[src/rtl/div_ctrl_pkg.sv]
// Shared encodings for the EX-stage divide sequencer: ALU control codes, FSM states,
// iteration count and the launch-decode helper.
package div_ctrl_pkg;

    localparam int unsigned DIV_ITER = 32;
    localparam int unsigned CNT_W    = 6;

    localparam logic [4:0] DIV_CONTROL  = 5'b10110;
    localparam logic [4:0] DIVU_CONTROL = 5'b10111;

    typedef enum logic [1:0] {
        StDivFree = 2'd0,
        StDivOn   = 2'd1,
        StDivEnd  = 2'd2
    } div_state_e;

    function automatic logic is_div(input logic [4:0] ctrl);
        return (ctrl == DIV_CONTROL) || (ctrl == DIVU_CONTROL);
    endfunction

endpackage

[src/rtl/div_step.sv]
// One combinational restoring-division step: shift {rem, quo} left by one, then
// subtract the divisor from the remainder if that does not borrow.
module div_step #(
    parameter int unsigned WIDTH = 32
) (
    input  logic [WIDTH-1:0] rem_i,
    input  logic [WIDTH-1:0] quo_i,
    input  logic [WIDTH-1:0] divisor_i,
    output logic [WIDTH-1:0] rem_o,
    output logic [WIDTH-1:0] quo_o
);

    logic [WIDTH:0] part;
    logic [WIDTH:0] diff;

    // rem < divisor always holds, so the shifted partial remainder fits in WIDTH+1 bits.
    always_comb begin
        part = {rem_i, quo_i[WIDTH-1]};
        diff = part - {1'b0, divisor_i};
        if (diff[WIDTH]) begin
            rem_o = part[WIDTH-1:0];
            quo_o = {quo_i[WIDTH-2:0], 1'b0};
        end else begin
            rem_o = diff[WIDTH-1:0];
            quo_o = {quo_i[WIDTH-2:0], 1'b1};
        end
    end

endmodule

[src/rtl/div_ctrl.sv]
// Multi-cycle signed/unsigned divide sequencer; stalls the pipeline and returns
// {remainder, quotient}. Optional macro DIV_ZERO_FAST_EN short-circuits divide by zero.
module div_ctrl
    import div_ctrl_pkg::*;
#(
    parameter int unsigned WIDTH = DIV_ITER
) (
    input  logic               clk_i,
    input  logic               rst_i,
    input  logic [4:0]         alucontrol_i,
    input  logic [WIDTH-1:0]   a_i,
    input  logic [WIDTH-1:0]   b_i,
    input  logic               annul_i,
    output logic [2*WIDTH-1:0] result_o,
    output logic               ready_o,
    output logic               stall_o
);

    div_state_e             state_q;
    logic [CNT_W-1:0]       cnt_q;
    logic [WIDTH-1:0]       rem_q;
    logic [WIDTH-1:0]       quo_q;
    logic [WIDTH-1:0]       dvs_q;
    logic                   sign_a_q;
    logic                   sign_b_q;
    logic                   signed_q;
    logic [2*WIDTH-1:0]     result_q;
    logic                   ready_q;

    logic                   go;
    logic                   is_signed;
    logic [WIDTH-1:0]       a_abs;
    logic [WIDTH-1:0]       b_abs;
    logic [WIDTH-1:0]       step_rem;
    logic [WIDTH-1:0]       step_quo;
    logic [WIDTH-1:0]       fix_rem;
    logic [WIDTH-1:0]       fix_quo;
`ifdef DIV_ZERO_FAST_EN
    logic [WIDTH-1:0]       zero_quo;
`endif

    div_step #(
        .WIDTH(WIDTH)
    ) u_div_step (
        .rem_i    (rem_q),
        .quo_i    (quo_q),
        .divisor_i(dvs_q),
        .rem_o    (step_rem),
        .quo_o    (step_quo)
    );

    always_comb begin
        is_signed = (alucontrol_i == DIV_CONTROL);
        go        = is_div(alucontrol_i) & ~annul_i;
        a_abs     = (is_signed && a_i[WIDTH-1]) ? -a_i : a_i;
        b_abs     = (is_signed && b_i[WIDTH-1]) ? -b_i : b_i;
        fix_quo   = (signed_q && (sign_a_q ^ sign_b_q)) ? -step_quo : step_quo;
        fix_rem   = (signed_q && sign_a_q) ? -step_rem : step_rem;
`ifdef DIV_ZERO_FAST_EN
        zero_quo  = (is_signed && a_i[WIDTH-1]) ? WIDTH'(1) : {WIDTH{1'b1}};
`endif
    end

    always_ff @(posedge clk_i) begin
        if (rst_i) begin
            state_q  <= StDivFree;
            cnt_q    <= '0;
            rem_q    <= '0;
            quo_q    <= '0;
            dvs_q    <= '0;
            sign_a_q <= 1'b0;
            sign_b_q <= 1'b0;
            signed_q <= 1'b0;
            result_q <= '0;
            ready_q  <= 1'b0;
        end else if (annul_i) begin
            state_q <= StDivFree;
            cnt_q   <= '0;
            ready_q <= 1'b0;
        end else begin
            unique case (state_q)
                StDivFree: begin
                    ready_q <= 1'b0;
                    if (go) begin
                        rem_q    <= '0;
                        quo_q    <= a_abs;
                        dvs_q    <= b_abs;
                        sign_a_q <= is_signed & a_i[WIDTH-1];
                        sign_b_q <= is_signed & b_i[WIDTH-1];
                        signed_q <= is_signed;
                        cnt_q    <= '0;
`ifdef DIV_ZERO_FAST_EN
                        if (b_i == '0) begin
                            state_q  <= StDivEnd;
                            ready_q  <= 1'b1;
                            result_q <= {a_i, zero_quo};
                        end else begin
                            state_q <= StDivOn;
                        end
`else
                        state_q <= StDivOn;
`endif
                    end
                end
                StDivOn: begin
                    rem_q <= step_rem;
                    quo_q <= step_quo;
                    cnt_q <= cnt_q + 1'b1;
                    // Last step: sign fix-up is folded into the output register load.
                    if (cnt_q == CNT_W'(WIDTH - 1)) begin
                        state_q  <= StDivEnd;
                        ready_q  <= 1'b1;
                        result_q <= {fix_rem, fix_quo};
                    end
                end
                StDivEnd: begin
                    ready_q <= 1'b0;
                    state_q <= StDivFree;
                end
                default: begin
                    ready_q <= 1'b0;
                    state_q <= StDivFree;
                end
            endcase
        end
    end

    assign result_o = result_q;
    assign ready_o  = ready_q & ~annul_i;
    assign stall_o  = (((state_q == StDivFree) & go) | (state_q == StDivOn)) & ~annul_i;

endmodule

[config.mk]
export PLATFORM = sky130hd
export DESIGN_NAME = div_ctrl
export DESIGN_NICKNAME = d
export VERILOG_FILES = /design/src/rtl/div_ctrl_pkg.sv /design/src/rtl/div_step.sv /design/src/rtl/div_ctrl.sv
export SDC_FILE = /design/constraint.sdc
export NUM_CORES = 1
export LEC_CHECK = 0
export CORE_UTILIZATION = 35
export DETAILED_ROUTE_END_ITERATION = 12
export GPL_ROUTABILITY_DRIVEN = 0
export SYNTH_ARGS = -nofsm -noshare
export SYNTH_HDL_FRONTEND = slang
export SYNTH_HIERARCHICAL = 1
export SYNTH_SLANG_ARGS = --single-unit
[constraint.sdc]
create_clock -name clk_i -period 4.9 [get_ports clk_i]
set_clock_uncertainty 0.2 [all_clocks]
set_input_delay 0.98 -clock clk_i [delete_from_list [all_inputs] [get_ports clk_i]]
set_output_delay 0.98 -clock clk_i [all_outputs]
set_load 0.01 [all_outputs]
# --- After elaboration in Yosys (flattened, before gate mapping) ---
# Index checks and enable logic that the tools add are counted.
totals:
  ff_bits: 172
  inputBits: 72
  word_cells: 61
  out_inout_bits: 66
op_classes:
  addsub: 6
  reduce_logical: 14
  n_eq_ne: 6
  mux: 15
  bitwise: 10
op_table:
  columns: ["op", "n"]
  rows:
  - ["$mux W32", 7]
  - ["$neg A32 Y32", 4]
  - ["$pmux W32 S2", 2]
  - ["$sub A33 B32 Y33", 1]
  - ["$pmux W6 S2", 1]
  - ["$eq A5 B5 Y1 const B", 2]
  - ["$reduce_and A3 Y1", 3]
  - ["$add A6 B1 Y6 const B", 1]
  - ["$and A1 B1 Y1", 6]
  - ["$eq A6 B5 Y1 const B", 1]
  - ["$mux W6", 1]
  - ["$logic_and A1 B1 Y1", 4]
  - ["$mux W2", 2]
  - ["$ne A2 B2 Y1 const B", 2]
  - ["$pmux W2 S2", 1]
  - ["$reduce_and A2 Y1", 2]
  - ["$reduce_or A3 Y1", 1]
  - ["$eq A2 B1 Y1 const B", 1]
  - ["$logic_not A2 Y1", 1]
  - ["$not A1 Y1", 2]
  - ["$reduce_bool A2 Y1", 1]
  - ["$reduce_or A2 Y1", 1]
  - ["$logic_or A1 B1 Y1", 1]
  - ["$mux W1", 1]
  - ["2 further kinds", 2]

# --- Logic depth before layout (Yosys ltp) ---
# Gate-level depths: netlist of the first run.
logic_depth:
  word_depth: 6
  mapped_depth: 21
  ltp_nobuf: 19

# --- Modules after synthesis ---
# Netlist of the first run, hierarchy kept.
modules_own_cells:
  columns: ["module", "seq_area_each_um2", "n_inst", "area_per_inst_um2", "cells_each"]
  rows:
  - ["div_ctrl", 3443.3, 1, 9157.5, 1131]
  - ["div_step", 0.0, 1, 2591.2, 336]

# --- Worst setup path before layout of the first run ---
# Ideal clock, no wire load.
synth_timing:
  path_kind: "register to register"
  start: "register quo_q[31]"
  end: "register result_q[57], in the netlist result_o[57]"
  period_less_slack_ns: 5.009
  path_slack_ns: -0.109
  n_path_buf: 3
  arrival_time_ns: 4.675
  t_required_ns: 4.566
  stages_incl_launch_ff: 22
  setup_ns: 0.134
  cell_sequence: "dfxtp_1 > inv_1 > ha_1 > fa_1 > and2b_1 > o2111ai_2 > a21oi_2 > o2111ai_1 > a211oi_2 > nor2_4 > mux2i_4 > and2_4 > buf_12 > inv_8 > buf_12 > mux2_4 > nor4_1 > nand4_1 > clkbuf_1 > nor4_1 > mux2i_1 > o22ai_1"
synth_between:
  elab_chain_cells: 4
synth_lines:
  columns: ["item", "line_no", "rtl"]
  rows:
  - ["start, declared", "div_ctrl.sv:22", "logic [WIDTH-1:0] quo_q;"]
  - ["start signal, assigned", "div_ctrl.sv:86", "quo_q <= a_abs;"]
  - ["start signal, assigned", "div_ctrl.sv:107", "quo_q <= step_quo;"]
  - ["$sub A33 B32 Y33", "div_step.sv:19", "diff = part - {1'b0, divisor_i};"]
  - ["$mux W32", "div_step.sv:20", "if (diff[WIDTH]) begin"]
  - ["net step_rem[14]", "div_ctrl.sv:34", "logic [WIDTH-1:0] step_rem;"]
  - ["$neg A32 Y32", "div_ctrl.sv:58", "fix_rem = (signed_q && sign_a_q) ? -step_rem : step_rem;"]
  - ["$mux W32", "div_ctrl.sv:58", null]
  - ["end signal, assigned", "div_ctrl.sv:113", "result_q <= {fix_rem, fix_quo};"]
  - ["end, declared", "div_ctrl.sv:27", "logic [2*WIDTH-1:0] result_q;"]
# The timed path passes the listed nets, and every way through them passes these cells.
# A chain may end at the register's enable or synchronous reset.

# --- Worst setup path in the final report of the first run ---
layout_timing:
  start: "register quo_q[31]"
  end: "register result_q[55], in the netlist result_o[55]"
# The elaborated chain is that of the path after synthesis.

==> summary by stage, run 1 <==
Outcome
The run finished with clean final reports.

GRT
For this run, the total global-route usage over all layers was measured as 20.8%. The first-pass GRT wire length is 56200 um. The number of global-route vias before repair is 10110.

Entering global routing, the biggest net connects 85 pins. Summed over all layers, the global routing overflow is 0. The number of antenna violations at the first check in global routing is 0.

Power
The analysis attributes to cell leakage a power of 0.00508 uW. Dividing total power by cell area gives a power density of 281 nW/um2. The worst IR drop on VDD is about 0.23 mV.

Floorplan
The area of the placeable core is around 33000 um2. The floorplan step defined a die boundary enclosing 34300 um2. The standard-cell row count is 66. The die boundary height is approximately 190 um.

The I/O pin count is approximately 140. The initial cell density of the core is 35.8%. The floorplan die width is 185 um.

Run
The max capacitance violation total is 0.

Critical path
The endpoint identified for the worst register-to-register timing path is result_o[55]. The cell count of the worst reg-to-reg path is 19. The largest single stage delay on the critical path is roughly 0.37 ns. Along the worst path, the maximum fanout reaches 13. The critical path goes through inv_1 > ha_1 > fa_2 > and2b_2 > o2111ai_2 > a21oi_2 > o2111ai_2 > a211oi_2 > nor2_4 > mux2i_4 > and2_4 > inv_8 > buf_4 > mux2_4 > or3_1 > or2_2 > nor4_4 > nor4_1 > a311o_1. The cell that appears most often on the critical path is sky130_fd_sc_hd__o2111ai_2. In this run the register-to-register setup slack is 0.20 ns.

The beginning of the worst register-to-register path is quo_q[31]. Data on the critical path is required at its endpoint by 5.03 ns. The sort of element at the end of the critical path is a flop. The worst setup path is of the flop to flop kind. For this design, the slowest cell found on the critical path is sky130_fd_sc_hd__or3_1. The signal arrival time at the worst endpoint is 4.83 ns. STA classifies the critical path startpoint as a flop.

Route
Dividing the detail-routed via count by the number of cells gives 5.62. The first detailed-routing pass took 5 iterations. The post-route DRC violation count is 0.

The initial DRC count is 969. The count of nets left with antenna violations once routing finished came out at 0. Summed over all layers, the routed wires come to about 36000 um. Dividing the detail-routed wire length by the instance count gives 18.0 um. The routed layout has roughly 11000 vias.

Timing
Setup slack on the critical path of the routed design comes to between 0.2 and 0.25 ns. At the pin with the least slew margin, the transition time is 1.09 ns. Setup repair after global routing left no endpoint under its margin. Setup violations remaining at the end of the flow were counted as 0. Based on the critical path, the design can be clocked at up to 213 MHz.

The worst path in the final design needs a cycle of 4.70 ns, including I/O delays and setup. The portion of the clock cycle consumed by the worst path in the final layout is 95.9%. The final-report max-slew violation count is 0.

The final count of hold timing violations was 0. The worst relative slew slack is a little over a quarter.

Synthesis
The fraction of the mapped netlist area in adder cells is 4.11%. A synthesized cell averages 8.01 um2. Summing the areas of all xor and xnor instances in the mapped netlist gives under 10% of the synthesized area. The mux contribution to synthesized area is ~4.5%.

The post-synthesis cell count is 1467. Summing the sequential cell areas from Yosys gives 29.3% of the chip area. The count of unique library cells instantiated by Yosys is 87. The fraction of registers with async set or reset after synthesis is 0%. By area, the combinational part of the netlist is dominated by compound AO/OA/AOI/OAI gates. Yosys printed 6 warnings. The synthesized netlist net count is roughly 1600. The synthesized-area fraction occupied by ao, oa, aoi and oai cells is approximately a quarter. The basic-gate share of the synthesized area counting and, or, nand and nor cells is a little over a fifth.

The dominant register cell in the synthesized netlist is sky130_fd_sc_hd__dfxtp_1. The flop and latch count out of synthesis is between 150 and 200. The number of enable flip-flop cells after synthesis is 0.

The post-synthesis instance area is 11700 um2.

Hold path
The worst hold path begins at dvs_q[25]. The tightest min-delay check is of the flop to flop type. The terminating pin of the worst hold path is dvs_q[25]. The cell count of the worst hold path is 2.

Placement
The count of buffers added on input and output ports is around 140. The worst slack at placement is between 0.015 and 0.02 ns. Counting tap cells, the placed design contains a total of about 2000 instances. The HPWL after detailed placement is about 27000 um.

CTS
The clock sink count is 172. The worst-case clock buffer depth is 2. The clock tree from TritonCTS is built. At the later pin of the worst-skew pair, clock insertion delay measures ~0.44 ns. The number of buffers created by CTS is 17. The clock root buffer is sky130_fd_sc_hd__clkbuf_16. The total of hold buffers inserted after clock tree synthesis is 0.

The CTS H-tree depth is 4. Clock-pin slew was measured on the worst setup and hold paths at approximately 0.070 ns. The number of setup buffers added after CTS is 0.

Layout
In the final layout, the share of cells above drive strength 1 is about a tenth. The layout has between 3000 and 4000 filler cells. The count of placed standard cells in the final layout, fillers left out is 2000. The final net count is 1655. The layout overhead on the synthesized area is 20.4%. The most common cell after layout, fill and taps aside is sky130_fd_sc_hd__dfxtp_1.

0 antenna diodes ended up in the layout. Leaving out fill and tap cells, the most frequent cells in the layout are sky130_fd_sc_hd__dfxtp_1, sky130_fd_sc_hd__clkdlybuf4s50_1, sky130_fd_sc_hd__nor2_1.
## registers in the layout, summed over array words and instances, names as in the netlist
signal	cells
cnt_q	6
dvs_q	32
signed_q	1
sign_a_q	1
ready_q	1
state_q	2
rem_q	32
result_o	64
sign_b_q	1
quo_q	32
## critical path: cells and delay by family (launching register included)
| kind | cells | cell delay, ns |
|---|---|---|
| AOI/OAI and AO/OA | 5 | 1.12 |
| adders and majority gates | 2 | 0.58 |
| buffers and inverters | 3 | 0.32 |
| DFF | 1 | 0.33 |
| muxes | 2 | 0.50 |
| and+or+nand+nor | 7 | 1.53 |
## report_power, final
group	switching (uW)	total [uW]	internal, uW	leakage (uW)
registers	14.0	1420	1410	0.00139
clock network	607	1450	838	0.000292
logic	639	1120	477	0.00340
total	1260	3980	2720	0.00508
## layer usage
metal | up-vias | track usage (%) | share of wire, %
met5 | - | 0 | 0
met4 | 0 | 5.16 | 1.4
met3 | 38 | 3.05 | 6.7
met2 | 372 | 28.8 | 40
met1 | 5273 | 32.6 | 52
li1 | 5557 | - | -
## cell type report
type | count | area, um2 | share of cell area, %
well taps | 442 | 553 | 3.91
multi-input cells | 1115 | 7580 | 53.6
flip-flops and latches | 172 | 3440 | 24.3
inverters | 55 | 214 | 1.51
repair buffers | 184 | 1740 | 12.3
clock buffers | 21 | 460 | 3.25
clock inverters | 11 | 159 | 1.12
## synthesized netlist by cell type, drive strengths merged (7+ instances only)
cell     number  area share, %
o22ai        23            1.2
buf          47            3.1
nor4         39            2.1
o31ai        24            1.5
a211o        10           0.77
nor2        135            4.4
nand2b        8           0.43
o41ai        12           0.89
mux2         23            2.8
nand3        49            2.1
a31oi        21            1.1
dfxtp       172             29
mux2i        19            1.7
nor3         51            2.2
o21ai        73            3.1
a21oi        91            3.9
o211ai        8           0.51
inv          55            1.8
o2111ai       7           0.58
or4          17            1.2
ha           37            3.9
xor2         67            5.0
a21o         22            1.4
or3          18           0.97
and3         26            1.4
a211oi       54            3.5
clkbuf       76            2.4
o21a          9           0.58
nand4        15           0.80
a22o         33            2.5
nand2        93            3.0
a21boi        9           0.58
xnor2        43            3.2
## stage by stage
step | cell area [um2] | utilization [%] | TNS, ns | total power [uW] | hold WS, ns
after floorplan | 11800 | - | 0 | 2160 | 0.225
after global placement | 13400 | 40.9 | 0 | 2470 | 0.237
after detailed placement | 13400 | 40.9 | 0 | 2480 | 0.248
after CTS | 14000 | 42.8 | -0.00188 | 3930 | 0.260
after global routing | 14100 | 43.2 | 0 | 4140 | 0.278
final | 14100 | 43.2 | 0 | 3980 | 0.257
## logic make-up after synthesis
| group | Yosys count |
|---|---|
| buf+inv | 180 |
| xor+xnor | 110 |
| simple gates | 494 |
| fa+ha+maj | 38 |
| mux | 42 |
| compound gates | 431 |
| flops | 172 |
## worst max-delay path by stage
| stage | from | to | slack, ns | depth (start not counted) |
|---|---|---|---|---|
| global route | quo_q[31] | result_o[55] | 0.02 | 19 |
| CTS | quo_q[31] | result_o[62] | -0.002 | 18 |
| finish | quo_q[31] | result_o[55] | 0.20 | 19 |
| detailed placement | quo_q[31] | result_o[48] | 0.02 | 18 |
| global placement | quo_q[31] | result_o[48] | 0.05 | 18 |
| floorplan | quo_q[31] | result_o[57] | 0.01 | 21 |
## what timing repair did
action                                  4_1_cts  5_1_grt
endpoints found under the setup margin        4       26
pin swaps                                     0        6
gates resized for setup                       2       24
No activity file was read; power rests on OpenSTA's default activity.
==> run 2: changes to the inputs <==
--- a/config.mk
+++ b/config.mk
@@ -5,7 +5,9 @@
 export SDC_FILE = /design/constraint.sdc
 export NUM_CORES = 1
 export LEC_CHECK = 0
+export CAP_MARGIN = 5
 export CORE_UTILIZATION = 35
+export CTS_BUF_LIST = sky130_fd_sc_hd__clkbuf_4
 export DETAILED_ROUTE_END_ITERATION = 12
 export GPL_ROUTABILITY_DRIVEN = 0
 export SYNTH_ARGS = -nofsm -noshare
==> summary by stage, run 2 (synthesis gave the netlist of run 1 again) <==
Layout
The post-route netlist has between 9 and 10% of its cells at a drive strength greater than 1. The library cell used most frequently in the layout, excluding fill and tap cells, is sky130_fd_sc_hd__dfxtp_1. Summing all non-filler instances in the final layout gives an area of 13800 um2. The flip-flop count of the largest register, all copies and words added is 64.

Relative to the synthesized area, the layout overhead comes to 17.6%. The library cells used most frequently in the layout, excluding fill and tap cells, are sky130_fd_sc_hd__dfxtp_1, sky130_fd_sc_hd__clkdlybuf4s50_1, sky130_fd_sc_hd__nor2_1. The final net count is 1656.

For this run, the share of the core covered by cells in the final layout is 42.2%.

Placement
In this run the cell area measured after placement is 13400 um2. Detailed placement ended at an HPWL of roughly 27000 um. Input and output buffers added on the ports amount to approximately 140.

Timing
The transition time at the pin with the least slew margin is roughly 1.1 ns. The final-report max-slew violation count is 0. The worst relative slew slack is about a quarter. Static timing analysis puts the maximum clock frequency at around 210 MHz. The portion of the clock cycle consumed by the worst path in the final layout is 96.4%. After layout, the minimum clock period comes to 4.72 ns. The final count of hold timing violations came to 0. The number of setup violations in the final report is 0.

CTS
The clock network latency to the later pin of the worst-skew pair is 0.62 ns. The tree is rooted in a sky130_fd_sc_hd__clkbuf_4. The clock sink count is around 170.

The H-tree was split into 4 levels. The number of hold buffers added after CTS was 0. The number of clock buffers added by TritonCTS is 17. TritonCTS built the clock tree. The register clock-pin slew on the reported worst setup and hold paths is 0.16 ns. The clock passes through at most 2 buffers.

Route
The first-pass iteration count of the detailed router is 6. The count of nets left with antenna violations after detail routing is 0. After detailed routing, the total wire length is 35800 um.

For this run, design rule violations remaining after detail routing come to 0. The count of vias placed by the detailed router is 11263. The initial DRC count is 927. Dividing the detail-routed via count by the number of cells gives around 5.6.

The detailed-route wire length per cell is 17.9 um.

Floorplan
From bottom edge to top edge, the die measures 185 um. Measured along the x axis, the die boundary spans 185 um. The floorplan has 66 rows. Once the floorplan was initialized, standard cells occupied 35.8% of the core. The I/O pin count is 138. The die covers 34300 um2. The floorplan step defined a core boundary enclosing 32800 um2.

Critical path
The type of element launching the critical path is a flop. STA puts the critical path data required time at 5.23 ns. The cell count of the worst reg-to-reg path is 19. The register-to-register path setup slack is roughly 0.18 ns. At the worst endpoint, the arrival time is 5.05 ns. The beginning of the worst register-to-register path is quo_q[31].

The worst register-to-register path ends at result_o[55]. The biggest fanout along the worst timing path is 13. The sort of element at the end of the critical path is a flop. The critical path is of the flop to flop type.

Power
Across the VDD grid, the largest voltage drop is 0.139 mV. The power density over the cells is 249 nW/um2. The leakage power is 0.00494 uW.

GRT
The first global-routing pass estimated 55900 um of wire. The number of antenna violations at the first check in global routing was 1. Global routing consumed, over all layers together, 20.7% of the routing resources. The pin count of the biggest net entering global routing is between 80 and 90.

The number of global-route vias before repair came to 10070. After global routing the overflow that remains totals 0.

Outcome
The flow ran to the end, and the final reports show no timing, DRC or antenna violations.

Hold path
The min-delay analysis places its worst path in the category flop to flop. The start point of the worst hold path is result_o[32]. The terminating pin of the worst hold path is result_o[32]. The cell count of the worst hold path is 2.

Run
The max capacitance violation total is 0.
## run 2: changes by cell type in the layout (fill, tap and decap cells not counted), sizes merged
cell	delta
clkbuf	-2
diode	+1
clkinv	+2
buf	+1
## run 2: power breakdown
group	leakage (uW)	internal, uW	switching (uW)
logic	0.00340	470	635
clock network	0.000157	369	546
registers	0.00139	1410	13.9
total	0.00494	2250	1200
## run 2: layer usage
layer / track usage [%] / vias to the layer above / wire length (um)
met5: 0 / - / 0
met4: 4.60 / 0 / 407
met3: 3.42 / 26 / 2100
met2: 28.5 / 365 / 14300
met1: 32.5 / 5310 / 19000
li1: - / 5562 / -
## run 2: worst max-delay path by stage
stage,startpoint,to,cells after the start
after floorplan,quo_q[31],result_o[57],21
after global placement,quo_q[31],result_o[48],18
after detailed placement,quo_q[31],result_o[48],18
after CTS,quo_q[31],result_o[62],18
after global routing,quo_q[31],result_o[55],19
final,quo_q[31],result_o[55],19
## run 2: metrics by stage
step	power (uW)	hold WS (ns)	setup TNS [ns]	cells	setup slack, ns
6_report	3440	0.266	0	2002	0.176
5_1_grt	3600	0.292	-0.0133	2002	-0.0133
2_1_floorplan	2160	0.225	0	1467	0.0109
4_1_cts	3390	0.270	0	2000	0.00665
3_5_place_dp	2480	0.248	0	1968	0.0150
3_3_place_gp	2470	0.237	0	1968	0.0528
## run 2: area by class of cell
class	instances	area [um2]
fillers	3339	19000
multi-input cells	1115	7550
flip-flops and latches	172	3440
repair buffers	185	1750
well taps	442	553
inverters	55	214
clock inverters	13	166
clock buffers	19	143
diodes	1	2.50
## run 2: what timing repair did
action,4_1_cts,5_1_grt
cloned,0,0
buffers inserted,0,1
gates resized for setup,1,19
endpoints found under the hold margin,0,0
pin swaps,0,3
setup endpoints to repair,2,28
## run 2: critical path, cell delays in order, from the launching register on
cell	delay, ns
sky130_fd_sc_hd__dfxtp_2	0.35
sky130_fd_sc_hd__inv_1	0.04
sky130_fd_sc_hd__ha_1	0.21
sky130_fd_sc_hd__fa_2	0.37
sky130_fd_sc_hd__and2b_1	0.25
sky130_fd_sc_hd__o2111ai_2	0.13
sky130_fd_sc_hd__a21oi_2	0.19
sky130_fd_sc_hd__o2111ai_2	0.17
sky130_fd_sc_hd__a211oi_2	0.29
sky130_fd_sc_hd__nor2_4	0.08
sky130_fd_sc_hd__mux2i_4	0.19
sky130_fd_sc_hd__and2_4	0.19
sky130_fd_sc_hd__inv_8	0.12
sky130_fd_sc_hd__buf_4	0.15
sky130_fd_sc_hd__mux2_4	0.31
sky130_fd_sc_hd__or3_1	0.37
sky130_fd_sc_hd__or2_2	0.33
sky130_fd_sc_hd__nor4_4	0.25
sky130_fd_sc_hd__nor4_1	0.08
sky130_fd_sc_hd__a311o_1	0.35
